**config.mk**
```make
export PLATFORM = sky130hd
export DESIGN_NAME = pipe_ctrl
export DESIGN_NICKNAME = d
export VERILOG_FILES = /design/src/rtl/pipe_ctrl_pkg.sv /design/src/rtl/pipe_ctrl_hazard_detect.sv /design/src/rtl/pipe_ctrl.sv
export SDC_FILE = /design/constraint.sdc
export NUM_CORES = 1
export LEC_CHECK = 0
export ABC_AREA = 1
export BUFFER_PORTS_ARGS = -buffer_cell sky130_fd_sc_hd__buf_2
export CELL_PAD_IN_SITES_DETAIL_PLACEMENT = 1
export CELL_PAD_IN_SITES_GLOBAL_PLACEMENT = 2
export CORE_ASPECT_RATIO = 1.4
export CORE_MARGIN = 2
export CORE_UTILIZATION = 27
export CTS_BUF_LIST = sky130_fd_sc_hd__clkbuf_4 sky130_fd_sc_hd__clkbuf_8
export DETAILED_ROUTE_END_ITERATION = 7
export PLACE_DENSITY = 0.83
export SLEW_MARGIN = 25
export SYNTH_ARGS = -nofsm -noshare
export SYNTH_HDL_FRONTEND = slang
export SYNTH_SLANG_ARGS = --single-unit
```
**constraint.sdc**
```tcl
create_clock -name clk -period 2 [get_ports clk]
set_input_delay 0.5 -clock clk [delete_from_list [all_inputs] [get_ports clk]]
set_output_delay 0.5 -clock clk [all_outputs]
set_load 0.03 [all_outputs]
```
**src/rtl/pipe_ctrl_pkg.sv**
```systemverilog
// Shared definitions for the pipeline sequencer: FSM state encoding and the
// width of the post-redirect flush counter.
package pipe_ctrl_pkg;

    typedef enum logic [1:0] {
        PIPE_RUN     = 2'd0,
        PIPE_MC_BUSY = 2'd1,
        PIPE_FLUSH   = 2'd2
    } pipe_state_t;

    localparam int FLUSH_CNT_W = 4;

endpackage

```
**src/rtl/pipe_ctrl_hazard_detect.sv**
```systemverilog
// Load-use hazard compare between the load in EX and the source registers of ID.
// Kept standalone so a store-data hazard check can reuse the same compare.
module hazard_detect (
    input  logic [4:0] rs1_addr,
    input  logic [4:0] rs2_addr,
    input  logic       rs1_used,
    input  logic       rs2_used,
    input  logic [4:0] rd_addr,
    input  logic       mem_read,
    output logic       hazard
);

    logic rs1_match;
    logic rs2_match;

    assign rs1_match = rs1_used && (rs1_addr == rd_addr);
    assign rs2_match = rs2_used && (rs2_addr == rd_addr);

    // x0 is hardwired to zero, so a load targeting it never creates a dependency
    assign hazard = mem_read && (rd_addr != 5'd0) && (rs1_match || rs2_match);

endmodule

```
**src/rtl/pipe_ctrl.sv**
```systemverilog
// Central pipeline sequencer: drives stall/bubble/flush controls from hazards,
// redirects and the iterative mul/div unit, and keeps stall/flush counters.
module pipe_ctrl
    import pipe_ctrl_pkg::*;
#(
    parameter int FLUSH_CYCLES = 2,
    parameter int CNT_W        = 32
) (
    input  logic             clk,
    input  logic             rst_n,
    input  logic [4:0]       if_id__rs1_addr,
    input  logic [4:0]       if_id__rs2_addr,
    input  logic             if_id__rs1_used,
    input  logic             if_id__rs2_used,
    input  logic [4:0]       id_ex__rd_addr,
    input  logic             id_ex__mem_read,
    input  logic             id_ex__multicycle,
    input  logic             mc_done,
    input  logic             mb_if__branch_taken,
    input  logic             mb_if__trap_taken,
    output logic             pc_stall,
    output logic             if_id_stall,
    output logic             id_ex_stall,
    output logic             id_ex_bubble,
    output logic             pipe_flush,
    output logic             data_hazard,
    output logic             mc_start,
    output logic             mc_abort,
    output logic [CNT_W-1:0] stall_count,
    output logic [CNT_W-1:0] flush_count
);

    localparam logic [FLUSH_CNT_W-1:0] FLUSH_RELOAD = FLUSH_CNT_W'(FLUSH_CYCLES - 1);

    pipe_state_t            state;
    pipe_state_t            state_next;
    logic [FLUSH_CNT_W-1:0] flush_cnt;
    logic [FLUSH_CNT_W-1:0] flush_cnt_next;
    logic                   load_use;
    logic                   redirect;
    logic                   flush_event;

    hazard_detect u_hazard_detect (
        .rs1_addr (if_id__rs1_addr),
        .rs2_addr (if_id__rs2_addr),
        .rs1_used (if_id__rs1_used),
        .rs2_used (if_id__rs2_used),
        .rd_addr  (id_ex__rd_addr),
        .mem_read (id_ex__mem_read),
        .hazard   (load_use)
    );

    // Branches seen during FLUSH come from squashed instructions; traps still count
    assign redirect    = (state != PIPE_FLUSH) && (mb_if__branch_taken || mb_if__trap_taken);
    assign flush_event = redirect || ((state == PIPE_FLUSH) && mb_if__trap_taken);

    always_ff @(posedge clk or negedge rst_n) begin
        if (!rst_n) begin
            state     <= PIPE_RUN;
            flush_cnt <= '0;
        end else begin
            state     <= state_next;
            flush_cnt <= flush_cnt_next;
        end
    end

    // The flush counter holds the FLUSH cycles still to go after the current one
    always_comb begin
        state_next     = state;
        flush_cnt_next = flush_cnt;
        case (state)
            PIPE_RUN, PIPE_MC_BUSY: begin
                if (redirect) begin
                    flush_cnt_next = FLUSH_RELOAD;
                    state_next     = (FLUSH_RELOAD == '0) ? PIPE_RUN : PIPE_FLUSH;
                end else if (state == PIPE_RUN && id_ex__multicycle) begin
                    state_next = PIPE_MC_BUSY;
                end else if (state == PIPE_MC_BUSY && mc_done) begin
                    state_next = PIPE_RUN;
                end
            end
            PIPE_FLUSH: begin
                if (mb_if__trap_taken) begin
                    flush_cnt_next = FLUSH_RELOAD;
                end else if (flush_cnt <= FLUSH_CNT_W'(1)) begin
                    flush_cnt_next = '0;
                    state_next     = PIPE_RUN;
                end else begin
                    flush_cnt_next = flush_cnt - FLUSH_CNT_W'(1);
                end
            end
            default: begin
                state_next     = PIPE_RUN;
                flush_cnt_next = '0;
            end
        endcase
    end

    // The multicycle start cycle also stalls so the op stays resident in EX
    always_comb begin
        pc_stall     = 1'b0;
        if_id_stall  = 1'b0;
        id_ex_stall  = 1'b0;
        id_ex_bubble = 1'b0;
        pipe_flush   = 1'b0;
        data_hazard  = 1'b0;
        mc_start     = 1'b0;
        mc_abort     = 1'b0;
        if (rst_n) begin
            case (state)
                PIPE_RUN: begin
                    if (redirect) begin
                        pipe_flush   = 1'b1;
                        id_ex_bubble = 1'b1;
                    end else if (id_ex__multicycle) begin
                        mc_start    = 1'b1;
                        pc_stall    = 1'b1;
                        if_id_stall = 1'b1;
                        id_ex_stall = 1'b1;
                    end else if (load_use) begin
                        data_hazard  = 1'b1;
                        pc_stall     = 1'b1;
                        if_id_stall  = 1'b1;
                        id_ex_bubble = 1'b1;
                    end
                end
                PIPE_MC_BUSY: begin
                    if (redirect) begin
                        pipe_flush   = 1'b1;
                        id_ex_bubble = 1'b1;
                        mc_abort     = 1'b1;
                    end else if (!mc_done) begin
                        pc_stall    = 1'b1;
                        if_id_stall = 1'b1;
                        id_ex_stall = 1'b1;
                    end
                end
                PIPE_FLUSH: begin
                    pipe_flush   = 1'b1;
                    id_ex_bubble = 1'b1;
                end
                default: begin
                    pipe_flush = 1'b0;
                end
            endcase
        end
    end

    always_ff @(posedge clk or negedge rst_n) begin
        if (!rst_n) begin
            stall_count <= '0;
            flush_count <= '0;
        end else begin
            if (pc_stall) begin
                stall_count <= stall_count + CNT_W'(1);
            end
            if (flush_event) begin
                flush_count <= flush_count + CNT_W'(1);
            end
        end
    end

endmodule

```
==> impl_metrics.prom <==
# TYPE chip_impl_metric gauge
chip_impl_info{name="status",value="complete, but fails checks"} 1
chip_impl_info{name="violations",value="negative setup slack"} 1
chip_impl_info{name="holdCritPathClass",value="input port to async pin"} 1
chip_impl_metric{name="finalHoldViolCount",unit=""} 0
chip_impl_metric{name="synth_enable_flop_cells",unit=""} 0
chip_impl_metric{name="cts-root-to-sink-buffers",unit=""} 2
chip_impl_metric{name="post_synth_inst_count",unit=""} 742
chip_impl_metric{name="via_count",unit=""} 5079
chip_impl_metric{name="antenna-diode-count",unit=""} 0
chip_impl_info{name="layout.cells.most_common",value="sky130_fd_sc_hd__nand2_1"} 1
chip_impl_info{name="setup.worst_path.end_class",value="output pin"} 1
chip_impl_metric{name="ys_warn_count",unit=""} 0
chip_impl_info{name="cp_top_family",value="simple AND/OR/NAND/NOR gates"} 1
chip_impl_info{name="cp_cell_instances",value="nor2_4, inv_2, nor3_2, nand3_2, nor2_4, buf_6"} 1
chip_impl_metric{name="final.setup.worst_slack",unit="ns"} -0.02445
chip_impl_metric{name="drc",unit=""} 0
chip_impl_metric{name="hold_ws",unit="ns"} 0.2639
chip_impl_info{name="largest_family_of_logic_cells_by_synthesized_area",value="simple AND/OR/NAND/NOR gates"} 1
chip_impl_info{name="crit_slowest_cell",value="sky130_fd_sc_hd__dfrtp_2"} 1
chip_impl_metric{name="grt_pass1_wl",unit="mm"} 26.47
chip_impl_metric{name="worst_skew_pair.late_latency",unit="ns"} 0.37
chip_impl_metric{name="cts_hold_bufs",unit=""} 0
chip_impl_metric{name="floorplan.io_pins",unit=""} 96
chip_impl_metric{name="layout.area.seq",unit="sq um"} 1754
chip_impl_metric{name="crit_required",unit="ns"} 1.50
chip_impl_metric{name="route.detailed.vias_per_inst",unit=""} 4.617
chip_impl_metric{name="achievable-frequency",unit="MHz"} 494.0
chip_impl_metric{name="area.growth.synth_to_final",unit="%"} 24.32
chip_impl_metric{name="post-route-min-period",unit="ns"} 2.024
chip_impl_metric{name="overflow",unit=""} 0
chip_impl_info{name="start_kind",value="flip-flop"} 1
chip_impl_metric{name="post_synth_and_or_nand_nor_area_fraction",unit="%"} 45.65
chip_impl_metric{name="worst_ep_arrival_time",unit="ns"} 1.52
chip_impl_metric{name="synth_largest_type_area_fraction",unit="%"} 36.73
chip_impl_metric{name="detailed_place_hpwl",unit="mm"} 12.99
chip_impl_metric{name="p_leak",unit="nW"} 3.053
chip_impl_info{name="synth.largest_area_cell",value="sky130_fd_sc_hd__dfrtp_1"} 1
chip_impl_metric{name="grt_max_degree",unit=""} 71
chip_impl_metric{name="synth.ff_latch_count",unit=""} 70
chip_impl_metric{name="drt_pre_antenna_iters",unit=""} 4
chip_impl_metric{name="timing.final.crit_share",unit="%"} 101.2
chip_impl_metric{name="floorplan_die_area",unit="sq um"} 18760
chip_impl_metric{name="worstPathMaxFanout",unit=""} 5
chip_impl_metric{name="row_count",unit=""} 57
chip_impl_metric{name="multi_input_comb_area",unit="sq um"} 2688
chip_impl_metric{name="cts_buffers",unit=""} 9
chip_impl_info{name="critPathMostFrequentCell",value="sky130_fd_sc_hd__nor2_4"} 1
chip_impl_metric{name="finalWirelength",unit="mm"} 16.45
chip_impl_metric{name="port_buf_inserts",unit=""} 95
chip_impl_metric{name="syn-cell-area",unit="sq um"} 4770
chip_impl_info{name="synthFlopType",value="sky130_fd_sc_hd__dfrtp_1"} 1
chip_impl_metric{name="initial_antenna_violation_count",unit=""} 0
chip_impl_metric{name="clk_pin_slew",unit="ns"} 0.08
chip_impl_metric{name="yosysSeqAreaShare",unit="%"} 36.73
chip_impl_info{name="tritoncts",value="yes"} 1
chip_impl_info{name="grt_setup_unrepaired",value="true"} 1
chip_impl_metric{name="ir_drop_worst_vdd",unit="uV"} 530.0
chip_impl_metric{name="synth_compound_gate_area_share",unit="%"} 3.095
chip_impl_metric{name="power-per-cell-area",unit="nW/um^2"} 801.8
chip_impl_metric{name="cts_sinks",unit=""} 70
chip_impl_metric{name="timing.max_slew.rel_slack",unit="%"} 52.94
chip_impl_metric{name="mappedNetlistNets",unit=""} 770
chip_impl_metric{name="report.final.slew_viol_count",unit=""} 0
chip_impl_metric{name="die_y",unit="microns"} 161.3
chip_impl_info{name="ctsRootBufferMaster",value="sky130_fd_sc_hd__clkbuf_8"} 1
chip_impl_metric{name="synth.mux.area_fraction",unit="%"} 0
chip_impl_metric{name="mean_area_per_synthesized_cell",unit="sq um"} 6.428
chip_impl_info{name="ys_top_cells_by_area",value="sky130_fd_sc_hd__dfrtp_1 (37%), sky130_fd_sc_hd__nand2_1 (25%), sky130_fd_sc_hd__nor2_1 (7.8%)"} 1
chip_impl_metric{name="fin_worst_skew",unit="ns"} 0.01373
chip_impl_metric{name="post-route-util",unit="%"} 34.21
chip_impl_metric{name="max_cap_viols",unit=""} 0
chip_impl_metric{name="synthAdderAreaFrac",unit="%"} 1.049
chip_impl_metric{name="ys_types",unit=""} 29
chip_impl_metric{name="overall_die_width",unit="microns"} 116.3
chip_impl_metric{name="fillers",unit=""} 2280
chip_impl_metric{name="drive_above_1_share",unit="%"} 18.87
chip_impl_metric{name="setup_viol",unit=""} 3
chip_impl_metric{name="drt_iter0_markers",unit=""} 119
chip_impl_metric{name="worstPathBufferInverterCount",unit=""} 2
chip_impl_info{name="final_cell_mix",value="sky130_fd_sc_hd__nand2_1 (319), sky130_fd_sc_hd__nor2_1 (98), sky130_fd_sc_hd__buf_2 (88)"} 1
chip_impl_metric{name="worst_path_largest_cell_delay",unit="ns"} 0.45
chip_impl_metric{name="globalRouteTotalUtil",unit="%"} 18.16
chip_impl_metric{name="htree_num_levels",unit=""} 3
chip_impl_metric{name="grt_pass1_vias",unit=""} 5286
chip_impl_metric{name="initial_utilization",unit="%"} 27.52
chip_impl_metric{name="core_area",unit="sq um"} 17330
chip_impl_metric{name="wl_per_cell",unit="microns"} 14.95
chip_impl_metric{name="timing_worst_slew_pin_value",unit="ns"} 0.7059
chip_impl_metric{name="power.total",unit="W"} 0.004754
chip_impl_info{name="crit_path_class",value="flip-flop to output pin"} 1
chip_impl_metric{name="fin_nets",unit=""} 887
chip_impl_metric{name="place_congestion",unit=""} 0.8902
chip_impl_metric{name="route.antenna.remaining_nets",unit=""} 0
chip_impl_metric{name="synth-xor-area-share",unit="%"} 6.060
chip_impl_metric{name="synth-async-reset-ratio",unit="%"} 100.0
==> layer usage <==
metal / global-route usage (%) / up-vias / wire [microns]
met3: 3.152 / 31 / 450
met4: 6.764 / 0 / 579
met2: 34.91 / 83 / 9152
met1: 19.14 / 2430 / 6268
met5: 0 / - / 0
li1: - / 2535 / -
==> synth_stat cells, types with 6 or more instances <==
master / n
sky130_fd_sc_hd__nand2_1: 320
sky130_fd_sc_hd__nor2_1: 99
sky130_fd_sc_hd__dfrtp_1: 70
sky130_fd_sc_hd__inv_1: 68
sky130_fd_sc_hd__nand3_1: 55
sky130_fd_sc_hd__xor2_1: 27
sky130_fd_sc_hd__nor3_1: 22
sky130_fd_sc_hd__nand3b_1: 17
sky130_fd_sc_hd__o21ai_0: 17
sky130_fd_sc_hd__buf_2: 7
sky130_fd_sc_hd__xnor2_1: 6
==> stage by stage <==
step                area [sq um]  setup WS [ns]  setup TNS [ns]  instances
floorplan                   4785       -0.02576        -0.05054        742
global placement            5635       -0.02531        -0.07955       1082
detailed placement          5635       -0.05113         -0.1843       1082
CTS                         5893       -0.04816         -0.2075       1099
global route                5929        -0.1241         -0.5003       1100
finish                      5929       -0.02445        -0.07077       1100
==> sequential cells by signal, summed over array words and instances (netlist names) <==
signal       flops
flush_cnt        4
flush_count     32
stall_count     32
state            2
==> path summary, 6_finish.rpt <==
path	startpoint	endpoint	slack (ns)	cells after the start
hold / removal	rst_n	stall_count[16]	0.26	2
max in group asynchronous	rst_n	flush_count[26]	1.21	2
setup reg to reg	stall_count[1]	stall_count[16]	0.20	8
setup / recovery	state[1]	data_hazard	-0.02	6
hold reg to reg	flush_count[7]	flush_count[7]	0.52	1
min in group clk	mc_done	state[0]	0.33	2
==> area by class of cell <==
type	count	share of cell area, %
Clock buffer	12	2.574
Clock inverter	4	1.182
Inverter	71	4.495
Multi-Input combinational cell	587	45.33
Sequential cell	70	29.58
Tap cell	236	4.980
Timing Repair Buffer	120	11.86
==> repair_timing <==
item | 4_1_cts | 5_1_grt
setup endpoints to repair | 7 | 7
resized for setup | 10 | 16
pin swaps | 4 | 4
buffers inserted | 1 | 1
==> report_power, final <==
part | switching, W | internal [W] | total (W) | leakage, nW
clock | 0.000596 | 0.000762 | 0.00136 | 0.117
sequential | 0.000245 | 0.00161 | 0.00186 | 0.952
combinational | 0.00106 | 0.000479 | 0.00154 | 1.98
==> cell families (layout without fill, tap and decap cells) <==
family                   count (synthesis)  count (layout)
AND/OR/NAND/NOR                        524             524
buffers and inverters                   85             207
flip-flops                              70              70
XOR/XNOR                                33              33
AO/OA/AOI/OAI                           26              26
adder cells (fa/ha/maj)                  4               4
Power figures use the tool's default switching activity.
